## config.mk

```make
export PLATFORM = sky130hd
export DESIGN_NAME = seq_detect_1011_flat
export DESIGN_NICKNAME = d
export VERILOG_FILES = /design/src/rtl/seq_detect_1011_if.sv /design/src/rtl/seq_detect_1011.sv /design/src/flat_wrapper.sv
export SDC_FILE = /design/constraint.sdc
export NUM_CORES = 1
export LEC_CHECK = 0
export CAP_MARGIN = 20
export CORE_UTILIZATION = 42
export CTS_CLUSTER_SIZE = 8
export DETAILED_ROUTE_END_ITERATION = 16
export PLACE_DENSITY = 0.73
export SLEW_MARGIN = 20
export SYNTH_ARGS = -nofsm -noshare
export SYNTH_HDL_FRONTEND = slang
export SYNTH_SLANG_ARGS = --single-unit
export TNS_END_PERCENT = 100
```

## constraint.sdc

```tcl
create_clock -name clock -period 2.8 [get_ports clock]
set_input_delay 0.56 -clock clock [delete_from_list [all_inputs] [get_ports clock]]
set_output_delay 0.56 -clock clock [all_outputs]
set_load 0.005 [all_outputs]
```

## src/rtl/seq_detect_1011_if.sv

```systemverilog
`default_nettype none
// +----------------------------------------------------------------------------+
// | Module   : seq_detect_1011_if                                              |
// | Brief    : Serial-bit input and detector status bundle for seq_detect_1011 |
// | Revision : 1.0                                                             |
// +----------------------------------------------------------------------------+
interface seq_detect_1011_if #(
    parameter int CNT_WIDTH = 8
);
    logic                 data_in;
    logic                 enable;
    logic                 detect;
    logic [CNT_WIDTH-1:0] match_count;
    logic [7:0]           history;
    logic [2:0]           state;

    modport master (
        output data_in,
        output enable,
        input  detect,
        input  match_count,
        input  history,
        input  state
    );

    modport slave (
        input  data_in,
        input  enable,
        output detect,
        output match_count,
        output history,
        output state
    );
endinterface
`default_nettype wire

```

## src/rtl/seq_detect_1011.sv

```systemverilog
`default_nettype none
// +----------------------------------------------------------------------------+
// | Module   : seq_detect_1011                                                 |
// | Brief    : Overlapping 1-0-1-1 detector with saturating match counter      |
// |            and 8-bit accepted-bit history                                  |
// | Revision : 1.0                                                             |
// +----------------------------------------------------------------------------+
module seq_detect_1011 #(
    parameter int CNT_WIDTH = 8
) (
    input  wire logic            clock,
    input  wire logic            reset,
    seq_detect_1011_if.slave     bus
);
    typedef enum logic [2:0] {
        IDLE  = 3'd0,
        S1    = 3'd1,
        S10   = 3'd2,
        S101  = 3'd3,
        S1011 = 3'd4
    } state_t;

    localparam logic [CNT_WIDTH-1:0] c_cnt_max = {CNT_WIDTH{1'b1}};

    state_t               r_state;
    logic                 r_detect;
    logic [CNT_WIDTH-1:0] r_match_count;
    logic [7:0]           r_history;

    always_ff @(posedge clock) begin
        if (!reset) begin
            r_state       <= IDLE;
            r_detect      <= 1'b0;
            r_match_count <= '0;
            r_history     <= 8'h00;
        end else begin
            r_detect <= 1'b0;
            if (bus.enable) begin
                r_history <= {r_history[6:0], bus.data_in};
            end
            // Illegal encodings recover to IDLE whether or not a bit is accepted.
            case (r_state)
                IDLE: begin
                    if (bus.enable) r_state <= bus.data_in ? S1 : IDLE;
                end
                S1: begin
                    if (bus.enable) r_state <= bus.data_in ? S1 : S10;
                end
                S10: begin
                    if (bus.enable) r_state <= bus.data_in ? S101 : IDLE;
                end
                S101: begin
                    if (bus.enable) begin
                        if (bus.data_in) begin
                            r_state  <= S1011;
                            r_detect <= 1'b1;
                            if (r_match_count != c_cnt_max) begin
                                r_match_count <= r_match_count + CNT_WIDTH'(1);
                            end
                        end else begin
                            r_state <= S10;
                        end
                    end
                end
                S1011: begin
                    if (bus.enable) r_state <= bus.data_in ? S1 : S10;
                end
                default: r_state <= IDLE;
            endcase
        end
    end

    assign bus.detect      = r_detect;
    assign bus.match_count = r_match_count;
    assign bus.history     = r_history;
    assign bus.state       = r_state;
endmodule
`default_nettype wire

```

## src/flat_wrapper.sv

```systemverilog
// flat-port wrapper written by rule: the top's interface ports become plain ports
module seq_detect_1011_flat 
#(
    parameter int CNT_WIDTH = 8
)
  (clock, reset, bus_data_in, bus_enable, bus_detect, bus_match_count, bus_history, bus_state);
  seq_detect_1011_if #(.CNT_WIDTH(CNT_WIDTH)) bus_i ();
  input  wire logic clock;
  input  wire logic reset;
  input wire logic [$bits(bus_i.data_in)-1:0] bus_data_in;
  input wire logic [$bits(bus_i.enable)-1:0] bus_enable;
  output wire logic [$bits(bus_i.detect)-1:0] bus_detect;
  output wire logic [$bits(bus_i.match_count)-1:0] bus_match_count;
  output wire logic [$bits(bus_i.history)-1:0] bus_history;
  output wire logic [$bits(bus_i.state)-1:0] bus_state;
  assign bus_i.data_in = bus_data_in;
  assign bus_i.enable = bus_enable;
  assign bus_detect = bus_i.detect;
  assign bus_match_count = bus_i.match_count;
  assign bus_history = bus_i.history;
  assign bus_state = bus_i.state;
  seq_detect_1011 #(.CNT_WIDTH(CNT_WIDTH)) u_core (.clock(clock), .reset(reset), .bus(bus_i));
endmodule
```

==> reports/qor.txt, run 1 <==
Gate Count Post-Synth: 93
WP buf/inv: 1
DR pass1 iterations: 4
die width: 47.4 µm
DR WL/cell: 12.5 µm
clk root buf: clkbuf_4
Die Y: 47.4 µm
Synth cell types: 31
Tmin final: 2.10 ns
top cells by area, synth: dfxtp_1 (46%), mux2i_1 (8.1%), nor2_1 (4.8%)
Avg Vias per Cell: 5.37
post-synth top area share: 46.3%
# Post-CTS Setup Buffers: 0
share of layout cells above drive strength 1: 5.08%
Core Region: 1940 µm²
register area share after synthesis: 46.3%
Yosys warning total: 0
Slew HR: 69.6%
fillers: 182
clk_lat worst skew: 0.30 ns
top_reg_cell synth: dfxtp_1
total track usage: 17.6%
Final Util: 60.4%
Worst Path Required: 3.03 ns
slowest stage delay, CP: 0.51 ns
fin cells: 145
PwrDens: 470 nW/µm²
crit path cell chain: clkdlybuf4s50_1, and4b_1, or4b_4, or3_1, a21oi_1
Critical-path top delay cell: or4b_4
Detailed Route WL: 1820 µm
fin crit share: 74.8%
Synth Cell Area: 865 µm²
antenna violations before repair: 0
Final Hold Viols: 0
total number of vias: 779
Post-synth ARST share: 0%
syn nets: 98
Least-Margin Pin Slew: 0.455 ns
ant diodes: 0
area grow syn2layout: 35.7%
IO Pins: 24
total power: 0.551 mW
outcome: complete, no violations
first-pass GRT wire length: 2770 µm
Leak Pwr: 0.453 nW
HPWL Detailed: 1270 µm
dpl cells: 141
CTS Buf Count: 3
std cell rows: 16
# setup viols final: 0
post-route cell area: 1170 µm²
top-count cell post-synth: dfxtp_1
placed inst area: 1120 µm²
routability congestion estimate: 0.789
worst min path class: reg2reg
Resized Gates After CTS: 0
total negative setup slack: 0 ns
Max Cap Violations: 0
drt initial violations: 30
crit path DAT: 2.33 ns
top post-synthesis cells by count: dfxtp_1 (20), nor2_1 (11), mux2i_1 (7)
CTS sink cnt: 20
number of global-route vias before repair: 625
highest clock rate: 477 MHz
final net count: 124
Syn Area/Cell: 9.30 µm²
endpoint class of the critical path: flip-flop
Peak VDD IR: 0.272 mV
Max Slew Vio Count: 0
clk slew on worst S/H paths: 0.11 ns
EDFF count, synth: 0
Worst Clk Skew: 0.00216 ns
hold_buf cts: 0
Overflow after GRT: 0
Initial Utilization: 44.5%
die area: 2240 µm²
DRT antenna net count: 0
maximum buffer depth of the clock tree: 2
# DRC: 0
Yosys reg bits: 20
critical path launch point type: input port
Port-buffer cells: 23
largest net degree at the start of global routing: 16
Synth area leader: dfxtp_1
htree depth: 1
RSZ-0062 raised after global routing: no
critical-path maximum fanout: 7
CTS tree: built
crit-path leading delay family: simple AND/OR/NAND/NOR gates
Setup CP Type: in2reg
==> cells by family after synthesis <==
logic type	Yosys count	synth area share, %
simple gates	38	24.7
flops	20	46.3
compound gates	16	12.3
buf+inv	8	3.91
mux	7	8.10
xor+xnor	2	2.03
fa+ha+maj	2	2.60
==> power breakdown <==
part | total [mW] | switching [mW] | internal, mW
clock | 0.232 | 0.0874 | 0.145
combinational | 0.0285 | 0.0133 | 0.0152
sequential | 0.291 | 0.00365 | 0.287
total | 0.551 | 0.104 | 0.447
==> flip-flops by register name (all words and copies together) (netlist names) <==
name                    cells
u_core.bus.detect           1
u_core.bus.state            3
u_core.bus.history          8
u_core.bus.match_count      8
==> worst reg2reg max path: cells and delay by family, from the launching register on <==
family / cells / cell delay, ns
AND/OR/NAND/NOR: 3 / 0.97
flip-flops: 1 / 0.41
AO/OA/AOI/OAI: 1 / 0.13
adder cells (fa/ha/maj): 1 / 0.32
==> stage by stage <==
stage               worst slack [ns]  hold WS [ns]
finish                         0.705         0.504
global route                   0.623         0.530
CTS                            0.709         0.510
detailed placement             0.387         0.494
global placement               0.423         0.477
floorplan                      0.993         0.479
==> area by class of cell <==
cell class | instances | area [µm²] | area share [%]
Inverter | 5 | 18.8 | 1.60
Sequential cell | 20 | 400 | 34.1
Multi-Input combinational cell | 65 | 430 | 36.7
Tap cell | 27 | 33.8 | 2.88
Clock buffer | 3 | 22.5 | 1.92
Timing Repair Buffer | 24 | 238 | 20.3
Clock inverter | 1 | 30.0 | 2.56
==> cells in the final DEF (no fill, tap or decap), types with 2 or more instances in the layout <==
cell              n
nand2_1           6
nand4_1           3
a31oi_1           2
nand3_1           3
clkbuf_4          3
and2_1            2
a21oi_1           3
dfxtp_1          20
inv_1             5
and4_1            3
nor2_1           11
and3_1            3
mux2i_1           7
xor2_1            2
o21ai_0           5
clkdlybuf4s50_1  23
==> metal layers <==
layer / GRT usage, % / part of all wire (%)
met1: 24.7 / 44
met2: 24.9 / 46
met3: 5.38 / 8.7
met4: 6.86 / 0.93
met5: 0 / 0
==> path summary, 6_finish.rpt <==
| kind | slack (ns) | start | cells after the start | end |
|---|---|---|---|---|
| worst max-delay path | 0.70 | bus_data_in | 5 | u_core.bus.match_count[6] |
| worst min-delay path | 0.50 | u_core.bus.history[0] | 2 | u_core.bus.history[0] |
| worst max register to register | 0.91 | u_core.bus.match_count[0] | 5 | u_core.bus.match_count[6] |
| worst min register to register | 0.50 | u_core.bus.history[0] | 2 | u_core.bus.history[0] |
(Power assumes the default switching activity.)
==> inputs of run 2 (changes only) <==
--- a/config.mk
+++ b/config.mk
@@ -6,10 +6,10 @@
 export NUM_CORES = 1
 export LEC_CHECK = 0
 export CAP_MARGIN = 20
-export CORE_UTILIZATION = 42
+export CORE_UTILIZATION = 41
 export CTS_CLUSTER_SIZE = 8
 export DETAILED_ROUTE_END_ITERATION = 16
-export PLACE_DENSITY = 0.73
+export PLACE_DENSITY = 0.75
 export SLEW_MARGIN = 20
 export SYNTH_ARGS = -nofsm -noshare
 export SYNTH_HDL_FRONTEND = slang
==> constraint.sdc (replaced) <==
create_clock -name clock -period 1.78 [get_ports clock]
set_input_delay 0.356 -clock clock [delete_from_list [all_inputs] [get_ports clock]]
set_output_delay 0.356 -clock clock [all_outputs]
set_load 0.005 [all_outputs]
==> reports/qor.txt, run 2 (synthesis results as in run 1) <==
drt initial violations: 24
RSZ-0062 raised after global routing: no
register area: 400 µm²
ant diodes: 0
crit path DAT: 1.97 ns
# DRC: 0
die area: 2300 µm²
Detailed Route WL: 1940 µm
area grow syn2layout: 45.3%
final net count: 135
# setup viols final: 0
std cell rows: 16
first-pass GRT wire length: 2950 µm
Worst Path Required: 2.02 ns
DRT antenna net count: 0
endpoint class of the critical path: flip-flop
worst min path class: reg2reg
Port-buffer cells: 23
Max Cap Violations: 0
antenna violations before repair: 0
DR pass1 iterations: 4
Final Hold Viols: 0
# Post-CTS Setup Buffers: 0
htree depth: 1
CTS tree: built
CTS sink cnt: 20
Peak VDD IR: 0.517 mV
outcome: complete, no violations
critical-path maximum fanout: 2
leading cell type in the layout, fill and taps excluded: clkdlybuf4s50_1
Setup CP Type: in2reg
total number of vias: 833
highest clock rate: 579 MHz
largest net degree at the start of global routing: 16
DR WL/cell: 12.4 µm
IO Pins: 24
Avg Vias per Cell: 5.34
area of the multi-input gates: 430 µm²
critical path launch point type: input port
Die Y: 47.9 µm
post-route cell area: 1260 µm²
Leak Pwr: 0.510 nW
share of layout cells above drive strength 1: 13.2%
CTS Buf Count: 3
Least-Margin Pin Slew: 0.465 ns
fin cells: 156
PwrDens: 702 nW/µm²
commonest non-fill, non-tap cells in the layout: clkdlybuf4s50_1 (23), dfxtp_1 (20), buf_4 (12), nor2_1 (11), mux2i_1 (7)
Tmin final: 1.73 ns
dpl cells: 152
total track usage: 18.1%
total power: 0.881 mW
Max Slew Vio Count: 0
reg2reg setup slack: 0.09 ns
Overflow after GRT: 0
Worst Clk Skew: 0.00573 ns
Core Region: 1980 µm²
Initial Utilization: 43.6%
fillers: 179
HPWL Detailed: 1350 µm
placed inst area: 1200 µm²
Slew HR: 69.0%
clk_lat worst skew: 0.30 ns
Final Util: 63.4%
clk slew on worst S/H paths: 0.12 ns
fin crit share: 97.1%
clk root buf: clkbuf_4
maximum buffer depth of the clock tree: 2
number of global-route vias before repair: 671
total negative setup slack: 0 ns
routability congestion estimate: 0.753
die width: 47.9 µm
[run 2: cell count changes in the layout (fill, tap and decap cells not counted), sizes merged]
cell,delta
buf,+11
[run 2: layer usage]
layer	track usage, %	vias to the layer above	wire, µm
met5	0	-	0
met4	8.33	0	32
met3	2.26	4	68
met2	25.7	25	901
met1	27.0	398	936
li1	-	406	-
[run 2: layout make-up]
cell class                 count  area share, %
tap                           27           2.69
sequential                    20           31.9
inverter                       5           1.49
clock buffer                   3           1.79
timing repair buffer          35           25.5
multi-input combinational     65           34.3
clock inverter                 1           2.39
[run 2: path summary, 6_finish.rpt]
check                       startpoint                         to  depth (start not counted)
max                         bus_enable  u_core.bus.match_count[6]                          5
min              u_core.bus.history[0]      u_core.bus.history[0]                          2
max reg2reg  u_core.bus.match_count[0]  u_core.bus.match_count[6]                          5
min reg2reg      u_core.bus.history[0]      u_core.bus.history[0]                          2
[run 2: timing repair]
action                                  CTS  global route
hold buffers                              0             0
resized for setup                         0             1
endpoints found under the setup margin    0             1
[run 2: through the flow]
| stage | hold WS (ns) | setup slack [ns] |
|---|---|---|
| final | 0.510 | 0.0522 |
| after global routing | 0.553 | 0.0151 |
| after CTS | 0.516 | 0.0395 |
| after detailed placement | 0.494 | -0.258 |
| after global placement | 0.473 | -0.239 |
| after floorplan | 0.478 | 0.0676 |
[run 2: critical path, cell delays in order]
cell and delay (ns):
clkdlybuf4s50_1 0.48, and4b_1 0.23, or4b_4 0.47, or3_1 0.31
a21oi_1 0.12
[run 2: power by group]
group	internal, mW	switching (mW)
registers	0.452	0.00309
logic	0.0285	0.0262
clock network	0.228	0.144
total	0.708	0.173
==> inputs of run 3 (changes only) <==
--- a/config.mk
+++ b/config.mk
@@ -7,10 +7,11 @@
 export LEC_CHECK = 0
 export CAP_MARGIN = 20
 export CORE_UTILIZATION = 41
+export CTS_CLUSTER_DIAMETER = 60
 export CTS_CLUSTER_SIZE = 8
 export DETAILED_ROUTE_END_ITERATION = 16
 export PLACE_DENSITY = 0.75
-export SLEW_MARGIN = 20
+export SLEW_MARGIN = 15
 export SYNTH_ARGS = -nofsm -noshare
 export SYNTH_HDL_FRONTEND = slang
 export SYNTH_SLANG_ARGS = --single-unit
==> results of run 3 <==
No change in the layout: final DEF, timing and power equal those of run 2.
